### config.mk
export PLATFORM = sky130hd
export DESIGN_NAME = load_store_unit
export DESIGN_NICKNAME = d
export VERILOG_FILES = /design/src/rtl/lsu_pkg.sv /design/src/rtl/lsu_load_extend.sv /design/src/rtl/load_store_unit.sv
export SDC_FILE = /design/constraint.sdc
export NUM_CORES = 1
export LEC_CHECK = 0
export BUFFER_PORTS_ARGS = -buffer_cell sky130_fd_sc_hd__buf_4
export CAP_MARGIN = 15
export CORE_MARGIN = 3
export CORE_UTILIZATION = 25
export DETAILED_ROUTE_END_ITERATION = 10
export GPL_TIMING_DRIVEN = 0
export PLACE_DENSITY_LB_ADDON = 0.08
export SYNTH_ARGS = -nofsm -noshare
export SYNTH_HDL_FRONTEND = slang
export SYNTH_SLANG_ARGS = --single-unit
### constraint.sdc
create_clock -name clk -period 3.1 [get_ports clk]
set_input_delay 0.155 -clock clk [delete_from_list [all_inputs] [get_ports clk]]
set_output_delay 0.155 -clock clk [all_outputs]
set_load 0.02 [all_outputs]
### src/rtl/lsu_pkg.sv
// Shared load/store definitions: funct3 codes, memory port codes, LSU FSM encoding
// and small decode helpers used by the LSU and by ID/EX.
// Build option: MISALIGN_TRAP_EN (misaligned H/W faults instead of being split).
package lsu_pkg;

  localparam logic [2:0] F3_B  = 3'b000;
  localparam logic [2:0] F3_H  = 3'b001;
  localparam logic [2:0] F3_W  = 3'b010;
  localparam logic [2:0] F3_BU = 3'b100;
  localparam logic [2:0] F3_HU = 3'b101;

  localparam logic [1:0] MW_NONE = 2'b00;
  localparam logic [1:0] MW_BYTE = 2'b01;
  localparam logic [1:0] MW_HALF = 2'b10;
  localparam logic [1:0] MW_WORD = 2'b11;

  localparam logic [1:0] MR_BYTE = 2'b00;
  localparam logic [1:0] MR_HALF = 2'b01;
  localparam logic [1:0] MR_WORD = 2'b10;

  // Encoding is fixed so the SPLIT code stays reserved in the trapping build.
  typedef enum logic [2:0] {
    ST_IDLE   = 3'd0,
    ST_ACCESS = 3'd1,
    ST_SPLIT  = 3'd2,
    ST_FAULT  = 3'd3,
    ST_RESP   = 3'd4
  } lsu_state_e;

  // Unsigned variants only exist for loads; 011/110/111 never exist.
  function automatic logic f3_legal(input logic is_store, input logic [2:0] f3);
    case (f3)
      F3_B, F3_H, F3_W: f3_legal = 1'b1;
      F3_BU, F3_HU:     f3_legal = ~is_store;
      default:          f3_legal = 1'b0;
    endcase
  endfunction

  function automatic logic f3_misaligned(input logic [2:0] f3, input logic [1:0] a);
    case (f3)
      F3_H, F3_HU: f3_misaligned = a[0];
      F3_W:        f3_misaligned = (a != 2'b00);
      default:     f3_misaligned = 1'b0;
    endcase
  endfunction

  function automatic logic [1:0] f3_write_code(input logic [2:0] f3);
    case (f3)
      F3_H, F3_HU: f3_write_code = MW_HALF;
      F3_W:        f3_write_code = MW_WORD;
      default:     f3_write_code = MW_BYTE;
    endcase
  endfunction

  function automatic logic [1:0] f3_read_code(input logic [2:0] f3);
    case (f3)
      F3_H, F3_HU: f3_read_code = MR_HALF;
      F3_W:        f3_read_code = MR_WORD;
      default:     f3_read_code = MR_BYTE;
    endcase
  endfunction

  // Index of the final byte of a split access (1 for halves, 3 for words).
  function automatic logic [1:0] f3_last_byte(input logic [2:0] f3);
    f3_last_byte = (f3 == F3_W) ? 2'd3 : 2'd1;
  endfunction

endpackage

### src/rtl/lsu_load_extend.sv
// Load result extension: selects the loaded width from funct3 and sign- or
// zero-extends it to 32 bits.
module lsu_load_extend
  import lsu_pkg::*;
(
  input  logic [2:0]  funct3_i,
  input  logic [31:0] raw_i,
  output logic [31:0] ext_o
);

  // Pure width/sign selection on the raw captured data.
  always_comb begin
    ext_o = raw_i;
    case (funct3_i)
      F3_B:    ext_o = {{24{raw_i[7]}}, raw_i[7:0]};
      F3_H:    ext_o = {{16{raw_i[15]}}, raw_i[15:0]};
      F3_BU:   ext_o = {24'b0, raw_i[7:0]};
      F3_HU:   ext_o = {16'b0, raw_i[15:0]};
      default: ext_o = raw_i;
    endcase
  end

endmodule

### src/rtl/load_store_unit.sv
// Load/store unit: accepts one MEM-stage request at a time, drives the
// byte-addressed data memory, splits misaligned halves/words into byte accesses
// and returns one response pulse per request.
// Build option: MISALIGN_TRAP_EN makes misaligned H/W fault with no memory access.
// Handshake: a request is taken when req_valid & req_ready are both high at a
// rising clk edge; req_* are only sampled then. resp_valid is a one-cycle pulse
// with no backpressure and resp_fault/resp_rdata are meaningful only with it.
module load_store_unit
  import lsu_pkg::*;
#(
  parameter int ADDR_W = 32,
  parameter int DATA_W = 32
) (
  input  logic              clk,
  input  logic              rst_n,
  input  logic              req_valid,
  output logic              req_ready,
  input  logic              req_is_store,
  input  logic [2:0]        req_funct3,
  input  logic [ADDR_W-1:0] req_addr,
  input  logic [DATA_W-1:0] req_wdata,
  output logic              resp_valid,
  output logic [DATA_W-1:0] resp_rdata,
  output logic              resp_fault,
  output logic [ADDR_W-1:0] mem_address,
  output logic [DATA_W-1:0] mem_data_in,
  output logic [1:0]        mem_write,
  output logic [1:0]        mem_data,
  input  logic [DATA_W-1:0] mem_rdata,
  output logic [2:0]        dbg_state
);

  lsu_state_e        state_q, state_d;
  logic              ready_en_q;
  logic              is_store_q, fault_q, fault_d;
  logic [2:0]        f3_q;
  logic [ADDR_W-1:0] addr_q;
  logic [DATA_W-1:0] wdata_q;
  logic [DATA_W-1:0] rdata_q, rdata_d;
  logic [DATA_W-1:0] ext_rdata;
  logic              accept;
`ifdef MISALIGN_TRAP_EN
`else
  logic [1:0]        k_q, k_d;
`endif

  assign accept    = req_valid & req_ready;
  assign dbg_state = state_q;

  // State, captured load data and the ready-enable that holds req_ready low for the first cycle out of reset.
  always_ff @(posedge clk or negedge rst_n) begin
    if (!rst_n) begin
      state_q    <= ST_IDLE;
      ready_en_q <= 1'b0;
      rdata_q    <= '0;
      fault_q    <= 1'b0;
`ifdef MISALIGN_TRAP_EN
`else
      k_q        <= 2'd0;
`endif
    end else begin
      state_q    <= state_d;
      ready_en_q <= 1'b1;
      rdata_q    <= rdata_d;
      fault_q    <= fault_d;
`ifdef MISALIGN_TRAP_EN
`else
      k_q        <= k_d;
`endif
    end
  end

  // Request fields are latched only at accept so later input changes are ignored.
  always_ff @(posedge clk or negedge rst_n) begin
    if (!rst_n) begin
      is_store_q <= 1'b0;
      f3_q       <= F3_W;
      addr_q     <= '0;
      wdata_q    <= '0;
    end else if (accept) begin
      is_store_q <= req_is_store;
      f3_q       <= req_funct3;
      addr_q     <= req_addr;
      wdata_q    <= req_wdata;
    end
  end

  // Next state and memory-port drive; mem_write is nonzero only in ACCESS/SPLIT.
  always_comb begin
    state_d     = state_q;
    rdata_d     = rdata_q;
    fault_d     = fault_q;
`ifdef MISALIGN_TRAP_EN
`else
    k_d         = k_q;
`endif
    req_ready   = 1'b0;
    resp_valid  = 1'b0;
    mem_address = '0;
    mem_data_in = '0;
    mem_write   = MW_NONE;
    mem_data    = MR_WORD;
    case (state_q)
      ST_IDLE: begin
        req_ready = ready_en_q;
        if (req_valid && ready_en_q) begin
          rdata_d = '0;
          fault_d = 1'b0;
`ifdef MISALIGN_TRAP_EN
          if (!f3_legal(req_is_store, req_funct3) || f3_misaligned(req_funct3, req_addr[1:0])) begin
            state_d = ST_FAULT;
            fault_d = 1'b1;
          end else begin
            state_d = ST_ACCESS;
          end
`else
          k_d = 2'd0;
          if (!f3_legal(req_is_store, req_funct3)) begin
            state_d = ST_FAULT;
            fault_d = 1'b1;
          end else if (f3_misaligned(req_funct3, req_addr[1:0])) begin
            state_d = ST_SPLIT;
          end else begin
            state_d = ST_ACCESS;
          end
`endif
        end
      end
      ST_ACCESS: begin
        mem_address = addr_q;
        mem_data    = f3_read_code(f3_q);
        mem_data_in = wdata_q;
        if (is_store_q) mem_write = f3_write_code(f3_q);
        else            rdata_d   = mem_rdata;
        state_d = ST_RESP;
      end
`ifdef MISALIGN_TRAP_EN
`else
      ST_SPLIT: begin
        mem_address = addr_q + {{(ADDR_W-2){1'b0}}, k_q};
        mem_data    = MR_BYTE;
        mem_data_in = {{(DATA_W-8){1'b0}}, wdata_q[{k_q, 3'b000} +: 8]};
        if (is_store_q) mem_write = MW_BYTE;
        else            rdata_d[{k_q, 3'b000} +: 8] = mem_rdata[7:0];
        if (k_q == f3_last_byte(f3_q)) state_d = ST_RESP;
        else                           k_d     = k_q + 2'd1;
      end
`endif
      ST_FAULT: state_d = ST_RESP;
      ST_RESP: begin
        resp_valid = 1'b1;
        state_d    = ST_IDLE;
      end
      default: state_d = ST_IDLE;
    endcase
  end

  lsu_load_extend u_extend (
    .funct3_i (f3_q),
    .raw_i    (rdata_q),
    .ext_o    (ext_rdata)
  );

  // Response qualifiers: data only for successful loads.
  always_comb begin
    resp_fault = resp_valid & fault_q;
    resp_rdata = (resp_valid && !is_store_q && !fault_q) ? ext_rdata : '0;
  end

endmodule

* Word-level counts from Yosys, hierarchy flattened
Cells that the tools add are included.
** Storage, ports and cells
- Register bits :: 107
- Input port bits :: 103
- Logic and storage cells :: 90
** Cells by class
- $add $sub $neg :: 3
- Eq/ne operators :: 18
- Shift-type cells :: 3
- Multiplexer cells :: 34
- Bitwise logic cells :: 3
- Reduce and logical (&&, ||, !) cells :: 20
** Operators with widths (count)
- 32-bit two-way mux :: 4
- 32-bit case mux with 2 select lines :: 2
- 32-bit case mux with 4 select lines :: 1
- 32-bit case mux with 3 select lines :: 1
- 32-bit by 2-bit adder with 32-bit output :: 1
- 32-bit bitwise mux :: 1
- 8-bit by 7-bit variable shift with 32-bit output (first input constant) :: 1
- 32-bit by 6-bit variable part select with 8-bit output :: 1
- 8-bit by 7-bit variable part select with 32-bit output :: 1
- 2-bit case mux with 2 select lines :: 5
- 3-bit equality test (second input constant) :: 5
- 3-bit by 2-bit equality test with 1-bit output (second input constant) :: 4
- 2-bit two-way mux :: 6
- 2-bit != test (second input constant) :: 5
- 3-bit by 1-bit equality test with 1-bit output (second input constant) :: 3
- 3-bit logical NOT :: 3
- 1-bit two-way mux :: 9
- 3-bit case mux with 3 select lines :: 1
- 2-bit OR reduction :: 4
- 5-bit negation with 7-bit output :: 1
- 3-bit two-way mux :: 2
- 1-bit case mux with 2 select lines :: 2
- 2-bit AND reduction :: 2
- 4-bit AND reduction :: 1
- 10 further kinds :: 15

* Logic depth before layout (Yosys ltp)
Gate-level depths: netlist of the first run.
- Depth in word-level cells :: 12
- Depth in mapped cells :: 8
- Depth with buffers taken out :: 6

* Modules after synthesis
A second synthesis of the first run with hierarchy kept.
** Second synthesis, totals
- Cells, all modules :: 640
- Area total of the unflattened synthesis :: 6482.5 um^2
** Modules (own cells, without submodules)
- load_store_unit :: instances 1, cells each 573, area each 6127.1 um^2, seq. area each 2678.8 um^2
- lsu_load_extend :: instances 1, cells each 67, area each 355.3 um^2, seq. area each 0.0 um^2

* Least setup slack after synthesis of the first run
No wires, ideal clock.
- Path kind :: register to register
- Start point :: reg state_q[1], in the netlist dbg_state[1]
- End point :: reg addr_q[10]
- Arrival :: 2.374 ns
- Path slack :: 0.601 ns
- Cell stages (with the launch flop) :: 7
- Clock period less this slack :: 2.499 ns
- Cells stage by stage :: dfrtp_1 -> buf_2 -> nor4b_1 -> nand2_1 -> buf_2 -> buf_1 -> mux2_2
** On the way
- Cells in the longest elaborated chain, start to end :: 3
** Ends and longest elaborated chain
- start: declaration :: line load_store_unit.sv:33 : lsu_state_e state_q, state_d;
- start signal: assignment :: line load_store_unit.sv:62 : state_q <= state_d;
- 3-bit logical NOT :: line load_store_unit.sv:103 : case (state_q)
- 1-bit two-way mux :: line load_store_unit.sv:103
- net req_ready :: line load_store_unit.sv:17 : output logic req_ready,
- 1-bit AND :: line load_store_unit.sv:47 : assign accept = req_valid & req_ready;
- end signal: assignment :: line load_store_unit.sv:83 : addr_q <= req_addr;
- end: declaration :: line load_store_unit.sv:37 : logic [ADDR_W-1:0] addr_q;
The timed path passes the listed nets, and every way through them passes these cells.
A chain may end at the register's enable or synchronous reset.

* Worst setup path after layout of the first run
- Start point :: reg state_q[1], in the netlist dbg_state[1]
- End point :: out mem_address[24]
** On the way
- Cells in the longest elaborated chain, start to end :: 2
- Elaborated cells between the ends (all ways) :: 3
** Ends and longest elaborated chain
- 3-bit by 2-bit equality test with 1-bit output or 3-bit by 1-bit equality test with 1-bit output (tied branches) :: line load_store_unit.sv:103
- 32-bit case mux with 2 select lines (*) :: line load_store_unit.sv:103
- end: declaration :: line load_store_unit.sv:25 : output logic [ADDR_W-1:0] mem_address,
Mark *: on every way between the ends. The rest lies on a longest branch, timed or not.

==> results of run 1 <==
## layout by cell type (no fill, tap or decap), drive strengths merged, types with 2 or more instances in the layout
| cell type | Yosys | layout |
|---|---|---|
| a21oi | 28 | 28 |
| clkinv | 0 | 3 |
| mux4 | 8 | 8 |
| nand2b | 2 | 2 |
| nor3 | 11 | 11 |
| a21o | 3 | 3 |
| nor2 | 20 | 20 |
| inv | 23 | 24 |
| or4 | 3 | 3 |
| mux2 | 68 | 68 |
| and3 | 7 | 7 |
| nor2b | 2 | 2 |
| o22ai | 3 | 3 |
| nor4 | 9 | 9 |
| buf | 17 | 225 |
| nor4b | 2 | 2 |
| ha | 7 | 7 |
| o2bb2ai | 8 | 8 |
| o311ai | 3 | 3 |
| o31ai | 3 | 3 |
| or3b | 3 | 3 |
| and2 | 52 | 52 |
| a221o | 16 | 16 |
| a41oi | 4 | 4 |
| nand4 | 15 | 15 |
| a22o | 20 | 20 |
| a22oi | 8 | 8 |
| a211o | 2 | 2 |
| o21a | 7 | 7 |
| o21ai | 27 | 27 |
| a31o | 4 | 4 |
| a31oi | 19 | 19 |
| clkbuf | 26 | 37 |
| and4 | 6 | 6 |
| dfrtp | 106 | 106 |
| o21bai | 4 | 4 |
| nand3 | 16 | 16 |
| nand2 | 32 | 32 |
| nor3b | 5 | 5 |
## power groups by stage
stage	Sequential [W]	Combinational [W]	Clock, W
2_1_floorplan	0.00246	0.00249	0
3_3_place_gp	0.00265	0.00378	0
3_5_place_dp	0.00268	0.00383	0
4_1_cts	0.00266	0.00385	0.00123
5_1_grt	0.00277	0.00417	0.00128
6_report	0.00266	0.00383	0.00119
## sequential cells by signal, indices dropped and copies added, names as in the netlist
signal and count:
wdata_q 32, f3_q 3, dbg_state 3, addr_q 32, fault_q 1, k_q 2, ready_en_q 1, is_store_q 1
rdata_q 32
## cells by family (layout without fill, tap and decap cells)
| family | after synthesis | in the layout | synth area share, % |
|---|---|---|---|
| flip-flops | 107 | 107 | 42.1 |
| multiplexers | 77 | 77 | 15.0 |
| AO/OA/AOI/OAI | 168 | 168 | 19.1 |
| AND/OR/NAND/NOR | 191 | 191 | 17.6 |
| buffers and inverters | 66 | 292 | 4.25 |
| adder cells (fa/ha/maj) | 8 | 8 | 1.69 |
| other | 1 | 1 | 0.0589 |
| XOR/XNOR | 2 | 2 | 0.275 |
## through the flow
stage | worst slack (ns) | total power, W | TNS [ns] | util [%]
floorplan | 0.601 | 0.00496 | 0 | -
global placement | 0.115 | 0.00643 | 0 | 33.8
detailed placement | 0.0572 | 0.00652 | 0 | 33.9
CTS | 0.0309 | 0.00774 | 0 | 35.1
global route | -0.00468 | 0.00822 | -0.00468 | 35.2
finish | 0.162 | 0.00768 | 0 | 35.2
## synthesized netlist by cell type, drive strengths merged (7+ instances only)
| master | instances | area, um^2 |
|---|---|---|
| nand2 | 32 | 120 |
| a221o | 16 | 160 |
| mux2 | 68 | 766 |
| nor3 | 11 | 55.1 |
| mux4 | 8 | 180 |
| a22oi | 8 | 60.1 |
| a31oi | 19 | 119 |
| o2bb2ai | 8 | 70.1 |
| nand4 | 15 | 100 |
| dfrtp | 106 | 2650 |
| a21oi | 28 | 151 |
| nand3 | 16 | 80.1 |
| clkbuf | 26 | 97.6 |
| nor4 | 9 | 68.8 |
| o21ai | 27 | 135 |
| a22o | 20 | 175 |
| and2 | 52 | 325 |
| ha | 7 | 87.6 |
| and3 | 7 | 43.8 |
| buf | 17 | 86.3 |
| o21a | 7 | 52.6 |
| inv | 23 | 86.3 |
| nor2 | 20 | 77.6 |
## worst paths after layout
kind                                                from                      end  slack [ns]  cells after the start
worst max-delay path            dbg_state[1]$_DFFE_PN0P_          mem_address[24]        0.16                      6
worst min-delay path                       req_wdata[19]  wdata_q[19]$_DFFE_PN0P_        0.02                      2
worst max register to register        k_q[1]$_DFFE_PN0P_   rdata_q[0]$_DFFE_PN0P_        0.21                      6
worst min register to register    rdata_q[3]$_DFFE_PN0P_   rdata_q[3]$_DFFE_PN0P_        0.50                      1
max in group asynchronous                          rst_n      f3_q[1]$_DFFE_PN1P_        1.99                      3
min in group asynchronous                          rst_n   rdata_q[2]$_DFFE_PN0P_        0.36                      2
## area by class of cell
type                       count  area [um^2]
buffer                        43          190
clock buffer                  10          229
clock inverter                 6         65.1
fill                        2553        16000
inverter                      23         86.3
multi-input combinational    447         3440
sequential                   107         2680
tap                          324          405
timing repair buffer         210         1600
## routing by layer
layer | vias up | global-route usage, % | wire (um)
met5 | - | 0 | 0
met2 | 225 | 28.9 | 11600
met4 | 0 | 4.35 | 372
met3 | 21 | 4.61 | 1870
met1 | 2946 | 22.9 | 10500
li1 | 2786 | - | -
## repair_timing
action,CTS,global route
hold buffers,1,0
resized for setup,1,10
setup endpoints to repair,10,58
hold endpoints to repair,47,0
==> out/metrics.cfg, run 1 <==
[drt]
firstDrtPassIters = 5
postRouteAntennaNets = 0
post_drt_wl_per_cell_um = 20.7
drt_wl_total_mm = 24.3
drc_errors = 0
via_per_inst = 5.11
vias = 5978
drt-initial-drc-count = 266

[timing]
clock-skew-final_ns = 0.00552
fmax_mhz = 340
whs_ns = 0.0235
slew_violations = 0
finalSetupViolations = 0
layout_min_cycle_time_ns = 2.94
layout_worst_path_cycle_share_pct = 94.8
hold_violations = 0
tightest_slew_ns = 0.993
relSlewSlack_pct = 33.2

[synthesis]
synth-seq-area-share_pct = 42.1
avgSynthCellArea_um2 = 10.3
ys_types = 70
synth_nets = 731
synthesis.area_um2 = 6370
synthFlopType = dfrtp_1
ys_seq_elements = 107
synth_async_sr_flop_share_pct = 100
synth-edff-count = 0
netlist_instances = 620
yosysWarnings = 0

[clocking]
clkSlewWorstSetupHoldPaths_ns = 0.08
cts_buffer_depth = 2
root_buffer = clkbuf_16
htreeDepth = 3
cts_inserted_buffers = 9
cts_tree = built
cts_setup_buffers = 0
cts_sinks = 107
worstSkewPairLatency_ns = 0.35

[worst_setup_path]
start_kind = flip-flop
max_stage_delay_ns = 0.63
cpLargestDelayFamily = buffers and inverters
path_cells = buf_2 -> nor3b_2 -> clkbuf_1 -> a31oi_1 -> a31oi_1 -> buf_4
cp_num_buf_inv = 3
cp.arrival_ns = 2.78
required_ns = 2.94
critPathMaxFanout = 10
cpMostUsedCell = a31oi_1
endpoint_kind = output port
cpMaxStageDelayCell = nor3b_2
worstSetupPathType = reg -> out

[floorplanning]
die-area_um2 = 27400
start_util_pct = 25.8
die_w_um = 166
core_um2 = 24700
io-pin-count = 209
row_count = 57
fp.dieH_um = 166

[power_and_ir_drop]
switching_power_w = 0.00332
clkPwrFrac_pct = 15.5
ir_drop_mv = 0.353
seq_power_share_pct = 34.7
p_sw_share_pct = 43.2
combinationalPowerShare_pct = 49.9
power.leakage_nw = 3.87
p_int_w = 0.00437
p_per_area_nw_per_um2 = 884

[final_layout]
fin_cells = 1170
fin_area_um2 = 8690
drive_above_1_share_pct = 40.0
syn2layout_area_growth_pct = 36.6
fin_nets = 952
antenna_cells = 0

[placed_design]
place_congestion = 0.855
placed_cell_area_um2 = 8360
place_inst = 1153
hpwl_mm = 18.5
io_buffer_count = 208

[global_route]
gr-total-overflow = 0
grt_use_total_pct = 17.5
antenna_found_initial = 0
grt_first_pass_wirelength_mm = 36.4
grt_pass1_vias = 6126
grt_max_degree = 61

[flow_run]
cap_violations = 0

[run_status]
status = completed

[worst_hold_path]
hold_path.class = in -> reg

No activity file was read; power rests on OpenSTA's default activity.
==> inputs of run 2 (changes only) <==
- BUFFER_PORTS_ARGS: -buffer_cell sky130_fd_sc_hd__buf_4 -> -buffer_cell sky130_fd_sc_hd__buf_2
- CTS_CLUSTER_SIZE: not set -> 30
- SLEW_MARGIN: not set -> 20
==> out/metrics.cfg, run 2 (synthesis results as in run 1) <==
[run_status]
status = completed  ; unchanged

[floorplanning]
die-area_um2 = 27400  ; unchanged
fp.dieH_um = 166  ; unchanged
io-pin-count = 209  ; unchanged
core_um2 = 24700  ; unchanged
die_w_um = 166  ; unchanged
start_util_pct = 25.8  ; unchanged
row_count = 57  ; unchanged

[global_route]
grt_first_pass_wirelength_mm = 36.1  ; was 36.4 mm
gr-total-overflow = 0  ; unchanged
grt_pass1_vias = 6140  ; was 6126
grt_max_degree = 58  ; was 61
antenna_found_initial = 2  ; was 0
grt_use_total_pct = 17.3  ; was 17.5%

[clocking]
cts_buffer_depth = 2  ; unchanged
clkSlewWorstSetupHoldPaths_ns = 0.08  ; about the same
root_buffer = clkbuf_16  ; unchanged
cts_tree = built  ; unchanged
cts_sinks = 107  ; unchanged
htreeDepth = 3  ; unchanged
cts_inserted_buffers = 9  ; unchanged
worstSkewPairLatency_ns = 0.36  ; was 0.35 ns

[timing]
clock-skew-final_ns = 0.00684  ; was 0.00552 ns
layout_worst_path_cycle_share_pct = 94.0  ; was 94.8%
relSlewSlack_pct = 33.9  ; was 33.2%
hold_violations = 0  ; unchanged
layout_min_cycle_time_ns = 2.91  ; was 2.94 ns
finalSetupViolations = 0  ; unchanged
fin_tns_setup_ns = 0  ; unchanged
rsz0062_at_grt = false
layout_setup_ws_ns = 0.186  ; was 0.162 ns
fmax_mhz = 343  ; was 340 MHz
tightest_slew_ns = 0.982  ; was 0.993 ns
slew_violations = 0  ; unchanged

[final_layout]
fin_nets = 955  ; was 952
largestRegisters = addr_q x32, rdata_q x32, wdata_q x32  ; unchanged
layout_commonest_cell = buf_2  ; was buf_4
multiInputGateArea_um2 = 3450  ; was 3440 um^2
syn2layout_area_growth_pct = 29.1  ; was 36.6%
ff_latch_area_um2 = 2680  ; unchanged
final_cell_mix = buf_2 (219), dfrtp_1 (106), mux2_2 (68), and2_1 (52), nand2_1 (32)  ; was buf_4 (208), dfrtp_1 (106), mux2_2 (68), and2_1 (52), nand2_1 (32)
filler_cell_count = 2640  ; was 2553
drive_above_1_share_pct = 40.2  ; was 40.0%
antenna_cells = 0  ; unchanged
fin_util_pct = 33.3  ; was 35.2%

[drt]
drt_wl_total_mm = 24.1  ; was 24.3 mm
postRouteAntennaNets = 0  ; unchanged
drc_errors = 0  ; unchanged
firstDrtPassIters = 5  ; unchanged
drt-initial-drc-count = 281  ; was 266
vias = 5979  ; was 5978
via_per_inst = 5.10  ; was 5.11
post_drt_wl_per_cell_um = 20.6  ; was 20.7 um

[placed_design]
place_congestion = 0.851  ; was 0.855
io_buffer_count = 208  ; unchanged
dp_slack_ns = 0.0528  ; was 0.0572 ns
hpwl_mm = 18.4  ; was 18.5 mm

[worst_setup_path]
worstSetupPathType = reg -> out  ; unchanged
cp.arrival_ns = 2.76  ; was 2.78 ns
critPathMaxFanout = 10  ; unchanged
start_kind = flip-flop  ; unchanged
endpoint_kind = output port  ; unchanged
required_ns = 2.94  ; about the same
reg2reg_slack_ns = 0.19  ; was 0.21 ns

[power_and_ir_drop]
p_per_area_nw_per_um2 = 909  ; was 884 nW/um^2
ir_drop_mv = 0.366  ; was 0.353 mV
power.leakage_nw = 3.79  ; was 3.87 nW

[flow_run]
cap_violations = 0  ; unchanged

[worst_hold_path]
hold_path.class = in -> reg  ; unchanged

==> run 2: cell types whose count changed in the layout (fill, tap and decap cells not counted), sizes merged <==
cell	delta
clkinv	-2
clkinvlp	+2
clkbuf	-1
inv	+1
buf	+3
==> run 2: worst max-delay path, cell delays in order, from the launching register on <==
cell and delay, ns:
dfrtp_1 0.34, buf_2 0.22, nor3b_1 0.38, nor3b_1 0.34
clkbuf_1 0.36, a21boi_2 0.40, o21a_1 0.19, buf_2 0.16
==> run 2: routing by layer <==
| layer | GRT usage [%] | routed length (um) | up-vias |
|---|---|---|---|
| li1 | - | - | 2790 |
| met1 | 23.1 | 10600 | 2897 |
| met2 | 27.7 | 11000 | 251 |
| met3 | 4.49 | 1920 | 37 |
| met4 | 5.37 | 563 | 4 |
| met5 | 0 | 27 | - |
==> run 2: worst paths after layout <==
path | start | to | cells past startpoint
min in group asynchronous | rst_n | rdata_q[3]$_DFFE_PN0P_ | 2
max reg2reg | k_q[1]$_DFFE_PN0P_ | rdata_q[0]$_DFFE_PN0P_ | 6
min reg2reg | rdata_q[27]$_DFFE_PN0P_ | rdata_q[27]$_DFFE_PN0P_ | 1
max in group asynchronous | rst_n | f3_q[1]$_DFFE_PN1P_ | 3
max | dbg_state[2]$_DFFE_PN0P_ | resp_rdata[14] | 7
min | req_addr[12] | addr_q[12]$_DFFE_PN0P_ | 2
==> run 2: final cells by class <==
class / instances / share of cell area, %
well taps: 324 / 4.93
flip-flops and latches: 107 / 32.6
repair buffers: 213 / 13.5
multi-input cells: 447 / 42.0
clock buffers: 9 / 2.74
inverters: 23 / 1.05
plain buffers: 43 / 2.28
clock inverters: 7 / 0.914
==> run 2: what timing repair did <==
| action | CTS | global route |
|---|---|---|
| buffers inserted | 0 | 3 |
| hold buffers | 1 | 0 |
| hold endpoints to repair | 50 | 0 |
| endpoints found under the setup margin | 11 | 53 |
| pin swaps | 0 | 1 |
| gates resized for setup | 2 | 7 |
==> run 2: power breakdown <==
| group | total [W] | switching (W) | internal, W | leakage [nW] |
|---|---|---|---|---|
| Combinational | 0.00361 | 0.00213 | 0.00148 | 2.32 |
| Sequential | 0.00266 | 0.000622 | 0.00204 | 1.33 |
| Clock | 0.00120 | 0.000570 | 0.000632 | 0.138 |
| Total | 0.00747 | 0.00332 | 0.00416 | 3.79 |
==> run 2: per-stage QoR <==
step | instance area (um^2) | total power, W | cells | hold slack, ns
2_1_floorplan | 6370 | 0.00496 | 620 | -0.141
3_5_place_dp | 7850 | 0.00629 | 1153 | 0.147
3_3_place_gp | 7810 | 0.00619 | 1152 | 0.387
6_report | 8220 | 0.00747 | 1173 | 0.0215
4_1_cts | 8170 | 0.00754 | 1170 | 0.00675
5_1_grt | 8220 | 0.00800 | 1173 | 0.0146
==> inputs of run 3 (changes only) <==
- clock period: 3.1 -> 2.9 ns (I/O delays scaled with it)
==> out/metrics.cfg, run 3 (synthesis results as in run 1) <==
[floorplanning]
die_w_um = 166  ; unchanged
die-area_um2 = 27400  ; unchanged
row_count = 57  ; unchanged
fp.dieH_um = 166  ; unchanged
io-pin-count = 209  ; unchanged
start_util_pct = 25.8  ; unchanged
core_um2 = 24700  ; unchanged

[placed_design]
place_congestion = 0.851  ; unchanged
hpwl_mm = 18.4  ; unchanged
io_buffer_count = 208  ; unchanged
placed_cell_area_um2 = 7850  ; unchanged

[drt]
vias = 5974  ; was 5979
met1_length_mm = 10.7  ; was 10.6 mm
drt-initial-drc-count = 294  ; was 281
post_drt_wl_per_cell_um = 20.5  ; was 20.6 um
firstDrtPassIters = 6  ; was 5
via_per_inst = 5.08  ; was 5.10
drt_wl_total_mm = 24.1  ; about the same
wl_met3_mm = 1.81  ; was 1.92 mm
wl_met2_mm = 11.1  ; was 11.0 mm
postRouteAntennaNets = 0  ; unchanged
top_layer = met5  ; unchanged
drc_errors = 0  ; unchanged

[global_route]
grt_first_pass_wirelength_mm = 36.1  ; about the same
antenna_found_initial = 2  ; unchanged
gr-total-overflow = 0  ; unchanged
grt_max_degree = 58  ; unchanged
grt_use_total_pct = 17.3  ; about the same
grt_pass1_vias = 6152  ; was 6140

[timing]
hold_violations = 0  ; unchanged
clock-skew-final_ns = 0.00756  ; was 0.00684 ns
layout_worst_path_cycle_share_pct = 96.6
slew_violations = 0  ; unchanged
rsz0062_at_grt = false  ; unchanged
layout_min_cycle_time_ns = 2.80
finalSetupViolations = 0  ; unchanged
whs_ns = 0.0102  ; was 0.0215 ns
tightest_slew_ns = 0.834  ; was 0.982 ns
fmax_mhz = 357
relSlewSlack_pct = 44.4  ; was 33.9%

[clocking]
worstSkewPairLatency_ns = 0.36  ; about the same
cts_inserted_buffers = 9  ; unchanged
htreeDepth = 3  ; unchanged
cts_tree = built  ; unchanged
root_buffer = clkbuf_16  ; unchanged
cts_sinks = 107  ; unchanged
cts_buffer_depth = 2  ; unchanged
clkSlewWorstSetupHoldPaths_ns = 0.08  ; about the same

[final_layout]
final_cell_mix = buf_2 (220), dfrtp_1 (106), mux2_2 (68), and2_1 (52), nand2_1 (32)  ; was buf_2 (219), dfrtp_1 (106), mux2_2 (68), and2_1 (52), nand2_1 (32)
layout_commonest_cell = buf_2  ; unchanged
syn2layout_area_growth_pct = 30.1  ; was 29.1%
antenna_cells = 0  ; unchanged
filler_cell_count = 2633  ; was 2640
fin_area_um2 = 8280  ; was 8220 um^2
drive_above_1_share_pct = 41.2  ; was 40.2%
largestRegisters = addr_q x32, rdata_q x32, wdata_q x32  ; unchanged
fin_nets = 958  ; was 955

[flow_run]
cap_violations = 0  ; unchanged

[worst_setup_path]
required_ns = 2.76  ; was 2.94 ns
endpoint_kind = output port  ; unchanged
critPathMaxFanout = 10  ; unchanged
worstSetupPathType = reg -> out  ; unchanged
cp.arrival_ns = 2.66  ; was 2.76 ns
start_kind = flip-flop  ; unchanged

[power_and_ir_drop]
power.leakage_nw = 3.82  ; was 3.79 nW
ir_drop_mv = 0.393  ; was 0.366 mV
p_per_area_nw_per_um2 = 969  ; was 909 nW/um^2

[run_status]
status = completed  ; unchanged

[worst_hold_path]
hold_path.class = in -> reg  ; unchanged

[run 3: path summary, 6_finish.rpt]
kind                                          start                       to  slack (ns)  cells past startpoint
max                        dbg_state[2]$_DFFE_PN0P_           resp_rdata[13]         0.1                      7
max reg2reg                      k_q[0]$_DFFE_PN0P_   rdata_q[0]$_DFFE_PN0P_        0.20                      7
min in group asynchronous                     rst_n   rdata_q[3]$_DFFE_PN0P_        0.30                      2
max in group asynchronous                     rst_n      f3_q[1]$_DFFE_PN1P_        1.90                      3
min reg2reg                 rdata_q[27]$_DFFE_PN0P_  rdata_q[27]$_DFFE_PN0P_        0.49                      1
min                                    req_addr[13]   addr_q[13]$_DFFE_PN0P_        0.01                      2
[run 3: where the power goes]
group / switching, W / internal [W] / leakage [nW]
registers: 0.000670 / 0.00218 / 1.33
clock network: 0.000611 / 0.000676 / 0.138
logic: 0.00229 / 0.00160 / 2.35
[run 3: stage by stage]
stage / power (W) / utilization, % / instances / setup TNS (ns) / worst slack [ns]
2_1_floorplan: 0.00530 / - / 620 / 0 / 0.401
3_3_place_gp: 0.00662 / 31.7 / 1152 / -1.10 / -0.0926
3_5_place_dp: 0.00672 / 31.8 / 1153 / -2.24 / -0.147
4_1_cts: 0.00808 / 33.3 / 1173 / 0 / 0.0206
5_1_grt: 0.00858 / 33.6 / 1176 / 0 / 0.00575
6_report: 0.00802 / 33.6 / 1176 / 0 / 0.0988
[run 3: per-layer routing]
| metal | global-route usage [%] | vias to the layer above |
|---|---|---|
| met4 | 5.18 | 4 |
| met1 | 23.1 | 2901 |
| met5 | 0 | - |
| met2 | 27.8 | 232 |
| li1 | - | 2802 |
| met3 | 4.46 | 35 |
[run 3: what timing repair did]
action | 4_1_cts | 5_1_grt
setup endpoints to repair | 67 | 61
buffers inserted | 0 | 3
resized for setup | 11 | 12
hold endpoints to repair | 53 | 0
pin swaps | 0 | 2
hold buffers | 4 | 0
[run 3: final cells by class]
cell class	instances	area, um^2	area share, %
Clock inverter	7	75.1	0.906
Inverter	23	86.3	1.04
Tap cell	324	405	4.90
Clock buffer	9	225	2.72
Buffer	43	198	2.39
Multi-Input combinational cell	447	3480	42.0
Timing Repair Buffer	216	1140	13.7
Sequential cell	107	2680	32.3
[run 3: worst max-delay path: stages, from the launching register on]
cell,delay [ns]
dfrtp_1,0.34
buf_2,0.22
nor3b_1,0.38
nor3b_1,0.41
clkbuf_2,0.29
a21boi_4,0.30
o21a_1,0.17
buf_2,0.16
